===== src/rtl/muldiv_pkg.sv =====
// Shared types and helpers for the sequential multiply/divide unit.
package muldiv_pkg;

  typedef enum logic [2:0] {IDLE, PREP, CALC, FIX, DONE} state_t;

  localparam logic OP_MUL = 1'b0;
  localparam logic OP_DIV = 1'b1;

  // Bits needed to hold n-1; never less than one bit.
  function automatic int clog2(input int n);
    int r;
    r = 1;
    for (int i = 1; i < 31; i++) begin
      if ((1 << i) < n) r = i + 1;
    end
    return r;
  endfunction

endpackage


===== src/rtl/md_cond_neg.sv =====
// Conditional two's-complement negate: o_val = i_neg ? -i_val : i_val.
module md_cond_neg #(
  parameter int WIDTH = 32
) (
  input  logic             i_neg,
  input  logic [WIDTH-1:0] i_val,
  output logic [WIDTH-1:0] o_val
);

  assign o_val = i_neg ? ('0 - i_val) : i_val;

endmodule


===== src/rtl/muldiv_seq.sv =====
// Multi-cycle multiply/divide unit: restoring divide, shift-add (or single-cycle)
// multiply, cancel on flush, defined divide-by-zero result. Result is {hi, lo}.
module muldiv_seq
  import muldiv_pkg::*;
#(
  parameter int WIDTH   = 32,
  parameter int MUL_SEQ = 1
) (
  input  logic             clk,
  input  logic             rst,
  input  logic             start,
  input  logic             cancel,
  input  logic             op,
  input  logic             is_sign,
  input  logic [WIDTH-1:0] a,
  input  logic [WIDTH-1:0] b,
  output logic             busy,
  output logic             ready,
  output logic [WIDTH-1:0] hi,
  output logic [WIDTH-1:0] lo,
  output logic             dbz
);

  localparam int CW = clog2(WIDTH);

  state_t           r_state;
  logic             r_busy, r_ready, r_dbz;
  logic [WIDTH-1:0] r_hi, r_lo;
  logic [CW-1:0]    r_cnt;

  logic             r_op, r_sign, r_qneg, r_rneg, r_dbz_pend;
  logic [WIDTH-1:0] r_a, r_b, r_rem, r_quo, r_dvs;

  logic [WIDTH-1:0]   w_abs_a, w_abs_b, w_quo_fix, w_rem_fix;
  logic [2*WIDTH-1:0] w_prod_fix, w_fast_prod;
  logic [WIDTH:0]     w_rem_sh, w_trial, w_sum;
  logic               w_fast_mul;

  md_cond_neg #(.WIDTH(WIDTH)) u_abs_a (
    .i_neg(r_sign & r_a[WIDTH-1]), .i_val(r_a), .o_val(w_abs_a));
  md_cond_neg #(.WIDTH(WIDTH)) u_abs_b (
    .i_neg(r_sign & r_b[WIDTH-1]), .i_val(r_b), .o_val(w_abs_b));
  md_cond_neg #(.WIDTH(WIDTH)) u_fix_quo (
    .i_neg(r_qneg), .i_val(r_quo), .o_val(w_quo_fix));
  md_cond_neg #(.WIDTH(WIDTH)) u_fix_rem (
    .i_neg(r_rneg), .i_val(r_rem), .o_val(w_rem_fix));
  md_cond_neg #(.WIDTH(2*WIDTH)) u_fix_prod (
    .i_neg(r_qneg), .i_val({r_rem, r_quo}), .o_val(w_prod_fix));

  // Divide step works on {rem, quo}; multiply step adds into rem and shifts right.
  assign w_rem_sh   = {r_rem, r_quo[WIDTH-1]};
  assign w_trial    = w_rem_sh - {1'b0, r_dvs};
  assign w_sum      = {1'b0, r_rem} + (r_quo[0] ? {1'b0, r_dvs} : '0);
  assign w_fast_mul = (MUL_SEQ == 0) && (op == OP_MUL);

  generate
    if (MUL_SEQ == 0) begin : g_fast
      logic signed [2*WIDTH-1:0] w_ma, w_mb;
      assign w_ma        = {{WIDTH{r_sign & r_a[WIDTH-1]}}, r_a};
      assign w_mb        = {{WIDTH{r_sign & r_b[WIDTH-1]}}, r_b};
      assign w_fast_prod = w_ma * w_mb;
    end else begin : g_seq
      assign w_fast_prod = '0;
    end
  endgenerate

  always_ff @(posedge clk) begin
    case (r_state)
      IDLE: if (start) begin
        r_op   <= op;
        r_sign <= is_sign;
        r_a    <= a;
        r_b    <= b;
      end
      PREP: begin
        r_qneg     <= r_sign & (r_a[WIDTH-1] ^ r_b[WIDTH-1]);
        r_rneg     <= r_sign & r_a[WIDTH-1];
        r_dbz_pend <= (r_b == '0);
        r_rem      <= '0;
        if (r_op == OP_DIV) begin
          r_quo <= w_abs_a;
          r_dvs <= w_abs_b;
        end else begin
          r_quo <= w_abs_b;
          r_dvs <= w_abs_a;
        end
      end
      CALC: if (r_op == OP_DIV) begin
        r_rem <= w_trial[WIDTH] ? w_rem_sh[WIDTH-1:0] : w_trial[WIDTH-1:0];
        r_quo <= {r_quo[WIDTH-2:0], ~w_trial[WIDTH]};
      end else begin
        r_rem <= w_sum[WIDTH:1];
        r_quo <= {w_sum[0], r_quo[WIDTH-1:1]};
      end
      default: ;
    endcase
  end

  // Control FSM with registered busy/ready and the result registers.
  always_ff @(posedge clk or negedge rst) begin
    if (!rst) begin
      r_state <= IDLE;
      r_busy  <= 1'b0;
      r_ready <= 1'b0;
      r_dbz   <= 1'b0;
      r_hi    <= '0;
      r_lo    <= '0;
      r_cnt   <= '0;
    end else if (cancel) begin
      r_state <= IDLE;
      r_busy  <= 1'b0;
      r_ready <= 1'b0;
    end else begin
      case (r_state)
        IDLE: begin
          r_ready <= 1'b0;
          if (start) begin
            r_busy  <= 1'b1;
            r_state <= w_fast_mul ? FIX : PREP;
          end
        end
        PREP: begin
          r_cnt   <= CW'(WIDTH - 1);
          r_state <= CALC;
        end
        CALC: begin
          if (r_cnt == '0) r_state <= FIX;
          else             r_cnt   <= r_cnt - CW'(1);
        end
        FIX: begin
          if (r_op == OP_DIV) begin
            r_dbz <= r_dbz_pend;
            if (r_dbz_pend) begin
              r_hi <= r_a;
              r_lo <= '1;
            end else begin
              r_hi <= w_rem_fix;
              r_lo <= w_quo_fix;
            end
          end else begin
            r_dbz <= 1'b0;
            if (MUL_SEQ == 0) {r_hi, r_lo} <= w_fast_prod;
            else              {r_hi, r_lo} <= w_prod_fix;
          end
          r_ready <= 1'b1;
          r_state <= DONE;
        end
        DONE: begin
          r_ready <= 1'b0;
          r_busy  <= 1'b0;
          r_state <= IDLE;
        end
        default: begin
          r_busy  <= 1'b0;
          r_ready <= 1'b0;
          r_state <= IDLE;
        end
      endcase
    end
  end

  assign busy  = r_busy;
  assign ready = r_ready;
  assign hi    = r_hi;
  assign lo    = r_lo;
  assign dbz   = r_dbz;

endmodule


===== config.mk =====
export PLATFORM = sky130hd
export DESIGN_NAME = muldiv_seq
export DESIGN_NICKNAME = d
export VERILOG_FILES = /design/src/rtl/muldiv_pkg.sv /design/src/rtl/md_cond_neg.sv /design/src/rtl/muldiv_seq.sv
export SDC_FILE = /design/constraint.sdc
export NUM_CORES = 1
export LEC_CHECK = 0
export BUFFER_PORTS_ARGS = -buffer_cell sky130_fd_sc_hd__buf_4
export CAP_MARGIN = 10
export CORE_MARGIN = 2
export CORE_UTILIZATION = 61
export DETAILED_ROUTE_END_ITERATION = 6
export HOLD_SLACK_MARGIN = 0.1
export PLACE_DENSITY = 0.81
export SLEW_MARGIN = 30
export SYNTH_ARGS = -nofsm -noshare
export SYNTH_HDL_FRONTEND = slang
export SYNTH_SLANG_ARGS = --single-unit

===== constraint.sdc =====
create_clock -name clk -period 6.6 [get_ports clk]
set_input_delay 0 -clock clk [delete_from_list [all_inputs] [get_ports clk]]
set_output_delay 0 -clock clk [all_outputs]
set_load 0.03 [all_outputs]

[After elaboration in Yosys (flattened, before gate mapping)]
Index checks and enable logic that the tools add are counted.
Widths: inputs -> output; s select.
Cells by class
  multiply operators: 0
  magnitude comparators: 0
  equality and inequality tests: 8
  div/mod/pow operators: 0
  muxes and demuxes: 29
  bitwise gates (word level): 6
  shifts and indexed selects: 0
  add/sub/neg operators: 8
  reductions and logical operators: 11
Operators by type and width (number)
  $mux 32: 14
  $pmux 32 s2: 2
  $sub 1x32->32 const A: 4
  $mux 64: 1
  $sub 1x64->64 const A: 1
  $add 32x32->33: 1
  $sub 33x32->33: 1
  $logic_not 32->1: 1
  $pmux 3 s4: 1
  $pmux 5 s2: 1
  $mux 3: 3
  $reduce_and 2->1: 4
  $eq 3x2->1 const B: 2
  $ne 3x3->1 const B: 2
  $logic_not 5->1: 1
  $mux 5: 1
  $sub 5x1->5 const B: 1
  $mux 1: 4
  $ne 2x1->1 const B: 2
  $pmux 1 s2: 2
  $and 1x1->1: 3
  $eq 3x1->1 const B: 1
  $logic_not 3->1: 1
  $reduce_and 3->1: 1
  other kinds (6): 7
Word-level totals
  bits in read-only memories: 0
  memories: 0
  output and inout bits: 67
  bits of input ports: 70
  flip-flop bits (word level): 240
  word-level logic and storage cells: 79
  bits in writable memories: 0
  latch bits: 0

[Logic depth before layout (Yosys ltp)]
Gate-level depths: netlist (run 1).
  depth in word-level cells: 4
  depth in mapped cells: 16
  gate-level depth less buffers: 14

[By module]
From an unflattened synthesis (run 1), not the netlist that was laid out.
Unflattened totals
  cells, all modules: 1970
  area, all modules: 18754.2 um^2
Modules (own cells, without submodules)
  muldiv_seq: times used 1, cells each 1340, seq. area each 6831.6 um^2, area an instance 14232.4 um^2
  md_cond_neg at u_abs_a ...: times used 4, cells each 108, seq. area each 0.0 um^2, area an instance 767.0 um^2
  md_cond_neg at u_fix_prod: times used 1, cells each 198, seq. area each 0.0 um^2, area an instance 1453.9 um^2

[Worst setup path before layout (run 1)]
OpenSTA, ideal clock, no wires.
  path kind: register -> register
  start: register r_state[1]
  end: register r_a[0] (enable)
  cell stages (with the launch flop): 4
  buffers on the path: 1
  arrival time: 5.143 ns
  setup time: 0.571 ns
  slack: 0.885 ns
  period minus slack after synthesis: 5.715 ns
  data required time: 6.029 ns
  cell sequence: dfrtp_1 -> clkbuf_1 -> nand2b_1 -> nor3_1
On the way
  longest elaborated chain between the ends: 2
RTL lines
  start, declared: RTL line muldiv_seq.sv:26  | state_t r_state;
  start signal, assigned: RTL line muldiv_seq.sv:119  | r_state <= w_fast_mul ? FIX : PREP;
  $logic_not 3->1: RTL line muldiv_seq.sv:68  | case (r_state)
  $reduce_and 2->1 (no line)
  end signal, assigned: RTL line muldiv_seq.sv:72  | r_a <= a;
  end, declared: RTL line muldiv_seq.sv:32  | logic [WIDTH-1:0] r_a, r_b, r_rem, r_quo, r_dvs;
Every way passes these cells.
A chain may end at the register's enable or synchronous reset.

[Worst setup path in the final report (run 1)]
  start: register r_quo[31]
  end: register r_rem[5], data pin
On the way
  longest elaborated chain between the ends: 4
RTL lines
  start, declared: RTL line muldiv_seq.sv:32
  start signal, assigned: RTL line muldiv_seq.sv:81  | r_quo <= w_abs_a;
  start signal, assigned: RTL line muldiv_seq.sv:84  | r_quo <= w_abs_b;
  start signal, assigned: RTL line muldiv_seq.sv:90  | r_quo <= {r_quo[WIDTH-2:0], ~w_trial[WIDTH]};
  $sub 33x32->33: RTL line muldiv_seq.sv:52  | assign w_trial = w_rem_sh - {1'b0, r_dvs};
  $mux 32: RTL line muldiv_seq.sv:89  | r_rem <= w_trial[WIDTH] ? w_rem_sh[WIDTH-1:0] : w_trial[WIDTH-1:0];
  $mux 32: RTL line muldiv_seq.sv:88  | CALC: if (r_op == OP_DIV) begin
  $pmux 32 s2: RTL line muldiv_seq.sv:68
  end signal, assigned: RTL line muldiv_seq.sv:89
  end signal, assigned: RTL line muldiv_seq.sv:92  | r_rem <= w_sum[WIDTH:1];
  end, declared: RTL line muldiv_seq.sv:32
Every way passes these cells.

==> impl_metrics.py, run 1 <==
metrics = {
    "outcome": {
        "status": "complete, no violations",
    },
    "worst_setup_path": {
        "path_class": "register to register",
        "crit_chain": "inv_1, ha_1, fa_1, nand2b_1, a21oi_1, o211ai_1, nor4bb_1, o21ai_1, a311oi_1, o31ai_1, xor2_4, buf_16, mux2_2, a21oi_1, nor2_1",
        "path_buf_inv": 2,
        "cp.required_ns": 6.85,
        "max_stage_delay_ns": 0.61,
        "endpoint_kind": "register",
        "critPathTopFamily": "compound AO/OA/AOI/OAI gates",
        "startpoint": "r_quo[31]",
        "worstPathArrival_ns": 4.95,
        "rr_worst_depth": 15,
        "path_max_fanout": 19,
        "r2r_setup_slack_ns": 1.90,
        "r2r_end": "r_rem[5]",
        "crit_path_end": "r_rem[5]",
        "crit_top_cell": "a21oi_1",
        "r2r-start": "r_quo[31]",
        "cp.depth": 15,
        "startpoint_type": "register",
        "crit_path_top_delay_cell": "nor4bb_1",
    },
    "clock_network": {
        "cts_buffer_depth": 3,
        "cts_made_buffers": 27,
        "cts-root-buf": "clkbuf_16",
        "ctsHoldBuffers": 70,
        "clkTransAtPathRegs_ns": 0.07,
        "clk_latency_ns": 0.54,
        "cts_tree": "done",
        "post_cts_buffers": 0,
        "cts.sinks": 240,
        "cts.repair.resized": 0,
        "htreeDepth": 1,
    },
    "synth": {
        "yosys.area_share.simple_pct": 14.4,
        "synth_top_area_share_pct": 29.7,
        "ys_async_sr_fraction_pct": 31.3,
        "yosysSeqAreaShare_pct": 40.9,
        "synthMuxAreaShare_pct": 7.59,
        "synth_compound_area_share_pct": 17.2,
        "yosysWarnings": 0,
        "synth_top_family_by_area": "compound AO/OA/AOI/OAI gates",
        "netlist-cell-type-count": 69,
        "avgSynthCellArea_um2": 9.51,
        "synth_area_leaders": "edfxtp_1 (30%), dfrtp_1 (11%), xnor2_1 (6.1%)",
        "synth_xor_area_share_pct": 10.9,
        "synth-edff-count": 165,
        "yosys-top-cells-count": "nand2_1 (184), edfxtp_1 (165), o21ai_0 (160), nor2_1 (155), a21oi_1 (141)",
        "syn_nets": 1897,
        "post_synth_inst_count": 1755,
        "synthFlopType": "edfxtp_1",
        "syn_area_mm2": 0.0167,
        "synth.most_common_cell": "nand2_1",
        "synth.largest_area_cell": "edfxtp_1",
        "ys_ff_latch": 240,
        "synth-adder-area-share_pct": 5.49,
    },
    "routing": {
        "drtIter0Drc": 1930,
        "routedWlPerCell_um": 22.6,
        "dr.pass1.iters": 5,
        "vias_per_cell": 6.52,
        "vias": 14876,
        "drt_wl_total_um": 51500,
        "drc": 0,
        "ant_nets": 0,
    },
    "power": {
        "power_mw": 5.58,
        "power_switching_mw": 1.96,
        "power_frac_comb_pct": 33.4,
        "p_sw_share_pct": 35.1,
        "max-vdd-ir-drop_mv": 0.311,
        "p_int_mw": 3.62,
        "power.leakage_nw": 7.96,
        "p_per_area_mw_per_mm2": 284,
        "clockPowerShare_pct": 28.3,
        "pwr-share-seq_pct": 38.3,
    },
    "global_routing": {
        "antenna_found_initial": 0,
        "gr-total-overflow": 0,
        "first_global_vias": 14408,
        "grtUsageTotal_pct": 35.8,
        "grt_first_pass_wirelength_um": 79400,
        "grt_max_degree": 91,
    },
    "die": {
        "die_x_um": 169,
        "dieArea_mm2": 0.0287,
        "die_y_um": 169,
        "ios": 137,
        "start_util_pct": 62.1,
        "core_region_area_mm2": 0.0269,
        "rows": 60,
    },
    "sta": {
        "setup_violations": 0,
        "finalHoldViolations": 0,
        "tightest_slew_ns": 0.976,
        "period_share_pct": 71.2,
        "tns_ns": 0,
        "rsz0062_at_grt": "no",
        "clock.fmax_mhz": 213,
        "max_slew_margin_pct": 34.9,
        "finalCriticalPeriod_ns": 4.70,
        "drv_slew": 0,
        "finClkSkew_ns": 0.0143,
    },
    "finish": {
        "final_cells": 2280,
        "drive_gt1_share_pct": 14.2,
        "nets": 2061,
        "nFillCells": 1925,
        "synthToLayoutAreaGrowth_pct": 17.6,
        "insertedDiodeCount": 0,
    },
    "placed_design": {
        "port_buffers": 136,
        "dpl.hpwl_um": 35300,
        "dp.cells": 2161,
        "gp_congestion": 0.961,
    },
    "hold_path": {
        "hp-class": "input pin to async pin",
    },
    "run": {
        "drv_cap": 0,
    },
}
-- per-stage QoR --
step / worst slack (ns) / util [%] / hold WS, ns / instance area (um^2)
2_1_floorplan: 0.885 / - / -0.296 / 16700
3_3_place_gp: 1.95 / 66.8 / 0.179 / 17900
3_5_place_dp: 2.05 / 67.0 / 0.0979 / 18000
4_1_cts: 2.05 / 73.0 / 0.109 / 19600
5_1_grt: 1.60 / 73.0 / 0.153 / 19600
6_report: 1.90 / 73.0 / 0.0844 / 19600
-- worst reg2reg max path, cell delays in order (launching register included) --
cell	delay [ns]
edfxtp_1	0.52
inv_1	0.12
ha_1	0.19
fa_1	0.20
nand2b_1	0.16
a21oi_1	0.11
o211ai_1	0.22
nor4bb_1	0.61
o21ai_1	0.22
a311oi_1	0.48
o31ai_1	0.24
xor2_4	0.51
buf_16	0.25
mux2_2	0.36
a21oi_1	0.14
nor2_1	0.05
-- final cells by class --
cell class	count	area [um^2]	share of cell area, %
clock buffers	38	790	4.02
clock inverters	11	134	0.682
inverters	69	263	1.34
multi-input cells	1361	9320	47.5
flip-flops and latches	240	6830	34.8
well taps	341	427	2.17
repair buffers	220	1860	9.49
-- logic make-up after synthesis --
family / Yosys count
AO/OA/AOI/OAI: 475
XOR/XNOR: 208
adder cells (fa/ha/maj): 72
buffers and inverters: 154
flip-flops: 240
multiplexers: 89
AND/OR/NAND/NOR: 517
-- sequential cells by signal, indices dropped and copies added (netlist names), 5 cells and up --
signal	cells
lo	32
r_cnt	5
r_dvs	32
r_quo	32
hi	32
r_a	32
r_rem	32
r_b	32
-- cell usage in the layout (no fill, tap or decap), types with 75 or more instances in the layout --
cell type,synthesis,final
a21oi_1,141,141
nor2_1,155,155
edfxtp_1,165,165
o21ai_0,160,160
xor2_1,91,90
dfrtp_1,75,75
buf_4,0,146
nand2_1,184,182
xnor2_1,117,117
-- power by group through the flow --
stage / combinational (mW) / sequential (mW) / clock (mW)
floorplan: 0.987 / 2.34 / 0
detailed placement: 1.79 / 2.15 / 0
global placement: 1.73 / 2.14 / 0
finish: 1.86 / 2.13 / 1.58
global route: 2.00 / 2.16 / 1.64
CTS: 1.83 / 2.12 / 1.58
-- layer usage --
metal	part of all wire [%]	vias to the layer above	GRT usage [%]
met5	0	-	0
met4	5.8	0	17.7
met3	8.6	173	4.22
met2	48	894	60.4
met1	38	7112	46.0
li1	-	6697	-
-- worst min path at each step --
| stage | start | endpoint | slack (ns) | cells past startpoint |
|---|---|---|---|---|
| 2_1_floorplan | rst | busy | -0.30 | 0 |
| 3_3_place_gp | b[1] | r_b[1] | 0.18 | 1 |
| 3_5_place_dp | rst | r_cnt[0] | 0.1 | 1 |
| 4_1_cts | rst | r_cnt[0] | 0.11 | 2 |
| 5_1_grt | rst | r_cnt[1] | 0.15 | 2 |
| 6_report | rst | r_cnt[1] | 0.08 | 2 |
(Power assumes the default switching activity.)
==> run 2: changes to the inputs <==
--- a/config.mk
+++ b/config.mk
@@ -8,10 +8,10 @@
 export BUFFER_PORTS_ARGS = -buffer_cell sky130_fd_sc_hd__buf_4
 export CAP_MARGIN = 10
 export CORE_MARGIN = 2
-export CORE_UTILIZATION = 61
+export CORE_UTILIZATION = 56
 export DETAILED_ROUTE_END_ITERATION = 6
 export HOLD_SLACK_MARGIN = 0.1
-export PLACE_DENSITY = 0.81
+export PLACE_DENSITY = 0.78
 export SLEW_MARGIN = 30
 export SYNTH_ARGS = -nofsm -noshare
 export SYNTH_HDL_FRONTEND = slang
==> constraint.sdc (replaced) <==
create_clock -name clk -period 3.8 [get_ports clk]
set_input_delay 0 -clock clk [delete_from_list [all_inputs] [get_ports clk]]
set_output_delay 0 -clock clk [all_outputs]
set_load 0.03 [all_outputs]
==> impl_metrics.py, run 2 (synthesis gave the netlist of run 1 again) <==
metrics = {
    "outcome": {
        "status": "complete, no violations",
    },
    "die": {
        "ios": 137,
        "die_y_um": 177,
        "start_util_pct": 56.6,
        "core_region_area_mm2": 0.0295,
        "dieArea_mm2": 0.0312,
        "rows": 63,
        "die_x_um": 177,
    },
    "worst_setup_path": {
        "path_class": "register to register",
        "critPathTopFamily": "simple AND/OR/NAND/NOR gates",
        "crit_chain": "or4_4, or3_4, nand3b_1, buf_4, or3_1, or3b_2, nor2_1, nor3_1, a21oi_1, a21oi_1, a21oi_1, o21ai_0",
        "path_buf_inv": 1,
        "cp.required_ns": 4.20,
        "crit_top_cell": "a21oi_1",
        "worstPathArrival_ns": 4.13,
        "startpoint_type": "register",
        "max_stage_delay_ns": 0.58,
        "crit_path_top_delay_cell": "or4_4",
        "endpoint_kind": "register",
        "path_max_fanout": 5,
    },
    "finish": {
        "nets": 2162,
        "finalInstanceArea_mm2": 0.0207,
        "insertedDiodeCount": 0,
        "synthToLayoutAreaGrowth_pct": 23.9,
        "drive_gt1_share_pct": 19.8,
        "final_common_cell": "buf_4",
        "final_cell_mix": "buf_4 (240), nand2_1 (183), edfxtp_1 (165)",
        "nFillCells": 2227,
        "final_cells": 2430,
    },
    "sta": {
        "clock.fmax_mhz": 268,
        "max_slew_margin_pct": 47.4,
        "period_share_pct": 98.2,
        "setup_ws_ns": 0.0702,
        "finClkSkew_ns": 0.0153,
        "finalCriticalPeriod_ns": 3.73,
        "drv_slew": 0,
        "finalHoldViolations": 0,
        "setup_violations": 0,
        "tightest_slew_ns": 0.789,
    },
    "clock_network": {
        "clkTransAtPathRegs_ns": 0.08,
        "cts.sinks": 240,
        "cts-root-buf": "clkbuf_16",
        "clk_latency_ns": 0.55,
        "htreeDepth": 1,
        "cts_tree": "done",
        "cts_made_buffers": 26,
        "cts_buffer_depth": 3,
    },
    "global_routing": {
        "grt_first_pass_wirelength_um": 81000,
        "first_global_vias": 14784,
        "grt_max_degree": 157,
        "antenna_found_initial": 1,
        "gr-total-overflow": 0,
        "grtUsageTotal_pct": 33.5,
    },
    "routing": {
        "dr.pass1.iters": 7,
        "vias_per_cell": 6.30,
        "drc": 0,
        "vias": 15306,
        "drtIter0Drc": 1699,
        "drt_wl_total_um": 53000,
        "routedWlPerCell_um": 21.8,
        "ant_nets": 0,
    },
    "placed_design": {
        "dpl.hpwl_um": 37300,
        "placed_cell_area_mm2": 0.0188,
        "dp.cells": 2297,
        "gp_congestion": 0.977,
        "dp_slack_ns": -0.225,
        "port_buffers": 136,
    },
    "power": {
        "power_mw": 9.85,
        "p_per_area_mw_per_mm2": 477,
        "max-vdd-ir-drop_mv": 0.420,
        "power.leakage_nw": 8.50,
    },
    "hold_path": {
        "hp-class": "input pin to register",
    },
    "run": {
        "drv_cap": 0,
    },
}
[run 2: changes by cell type in the layout (fill, tap and decap cells not counted), moves of 3 or more]
| cell | previous run | this run |
|---|---|---|
| buf_4 | 146 | 240 |
| a21oi_1 | 141 | 138 |
| clkinv_2 | 5 | 8 |
| o21ai_1 | 4 | 8 |
| inv_2 | 0 | 4 |
| a2111oi_2 | 0 | 4 |
| o21ai_0 | 160 | 154 |
| a2111oi_0 | 5 | 1 |
| buf_12 | 0 | 5 |
| clkbuf_1 | 6 | 3 |
[run 2: worst paths after layout]
kind	from	cells past startpoint	slack [ns]	end
min in group asynchronous	rst	4	0.52	hi[14]
max in group asynchronous	rst	4	2.98	hi[4]
worst min register to register	hi[23]	2	0.49	hi[23]
worst max register to register	r_quo[15]	12	0.07	hi[19]
worst min-delay path	a[14]	2	0.17	r_a[14]
worst max-delay path	r_quo[15]	12	0.07	hi[19]
[run 2: per-layer routing]
| layer | track usage [%] | routed length [um] | up-vias |
|---|---|---|---|
| li1 | - | - | 6907 |
| met3 | 4.32 | 4660 | 159 |
| met1 | 42.7 | 20300 | 7347 |
| met2 | 57.6 | 25400 | 893 |
| met5 | 0 | 0 | - |
| met4 | 13.9 | 2590 | 0 |
[run 2: metrics by stage]
step	TNS, ns	utilization, %	hold slack (ns)
2_1_floorplan	0	-	-0.296
3_3_place_gp	-0.540	63.5	0.179
3_5_place_dp	-4.25	63.6	-0.0367
4_1_cts	-0.00876	69.2	0.169
5_1_grt	-0.0292	70.1	0.182
6_report	0	70.1	0.171
[run 2: repair_timing]
item | 4_1_cts | 5_1_grt
endpoints found under the setup margin | 32 | 42
hold buffers | 72 | 0
buffers inserted | 2 | 8
hold endpoints to repair | 163 | 0
pin swaps | 4 | 10
resized for setup | 7 | 34
gates cloned | 0 | 3
[run 2: where the power goes]
group	internal, mW	total (mW)	switching (mW)	leakage, nW
combinational	1.55	3.56	2.01	5.56
sequential	3.28	3.67	0.387	2.50
clock	1.52	2.63	1.10	0.441
total	6.35	9.85	3.50	8.50
[run 2: final cells by class]
type | instances | area, um^2 | share of cell area (%)
Multi-Input combinational cell | 1361 | 9490 | 45.9
Sequential cell | 240 | 6830 | 33.0
Timing Repair Buffer | 322 | 2730 | 13.2
Clock buffer | 36 | 792 | 3.83
Tap cell | 390 | 488 | 2.36
Inverter | 69 | 259 | 1.25
Clock inverter | 12 | 87.6 | 0.424
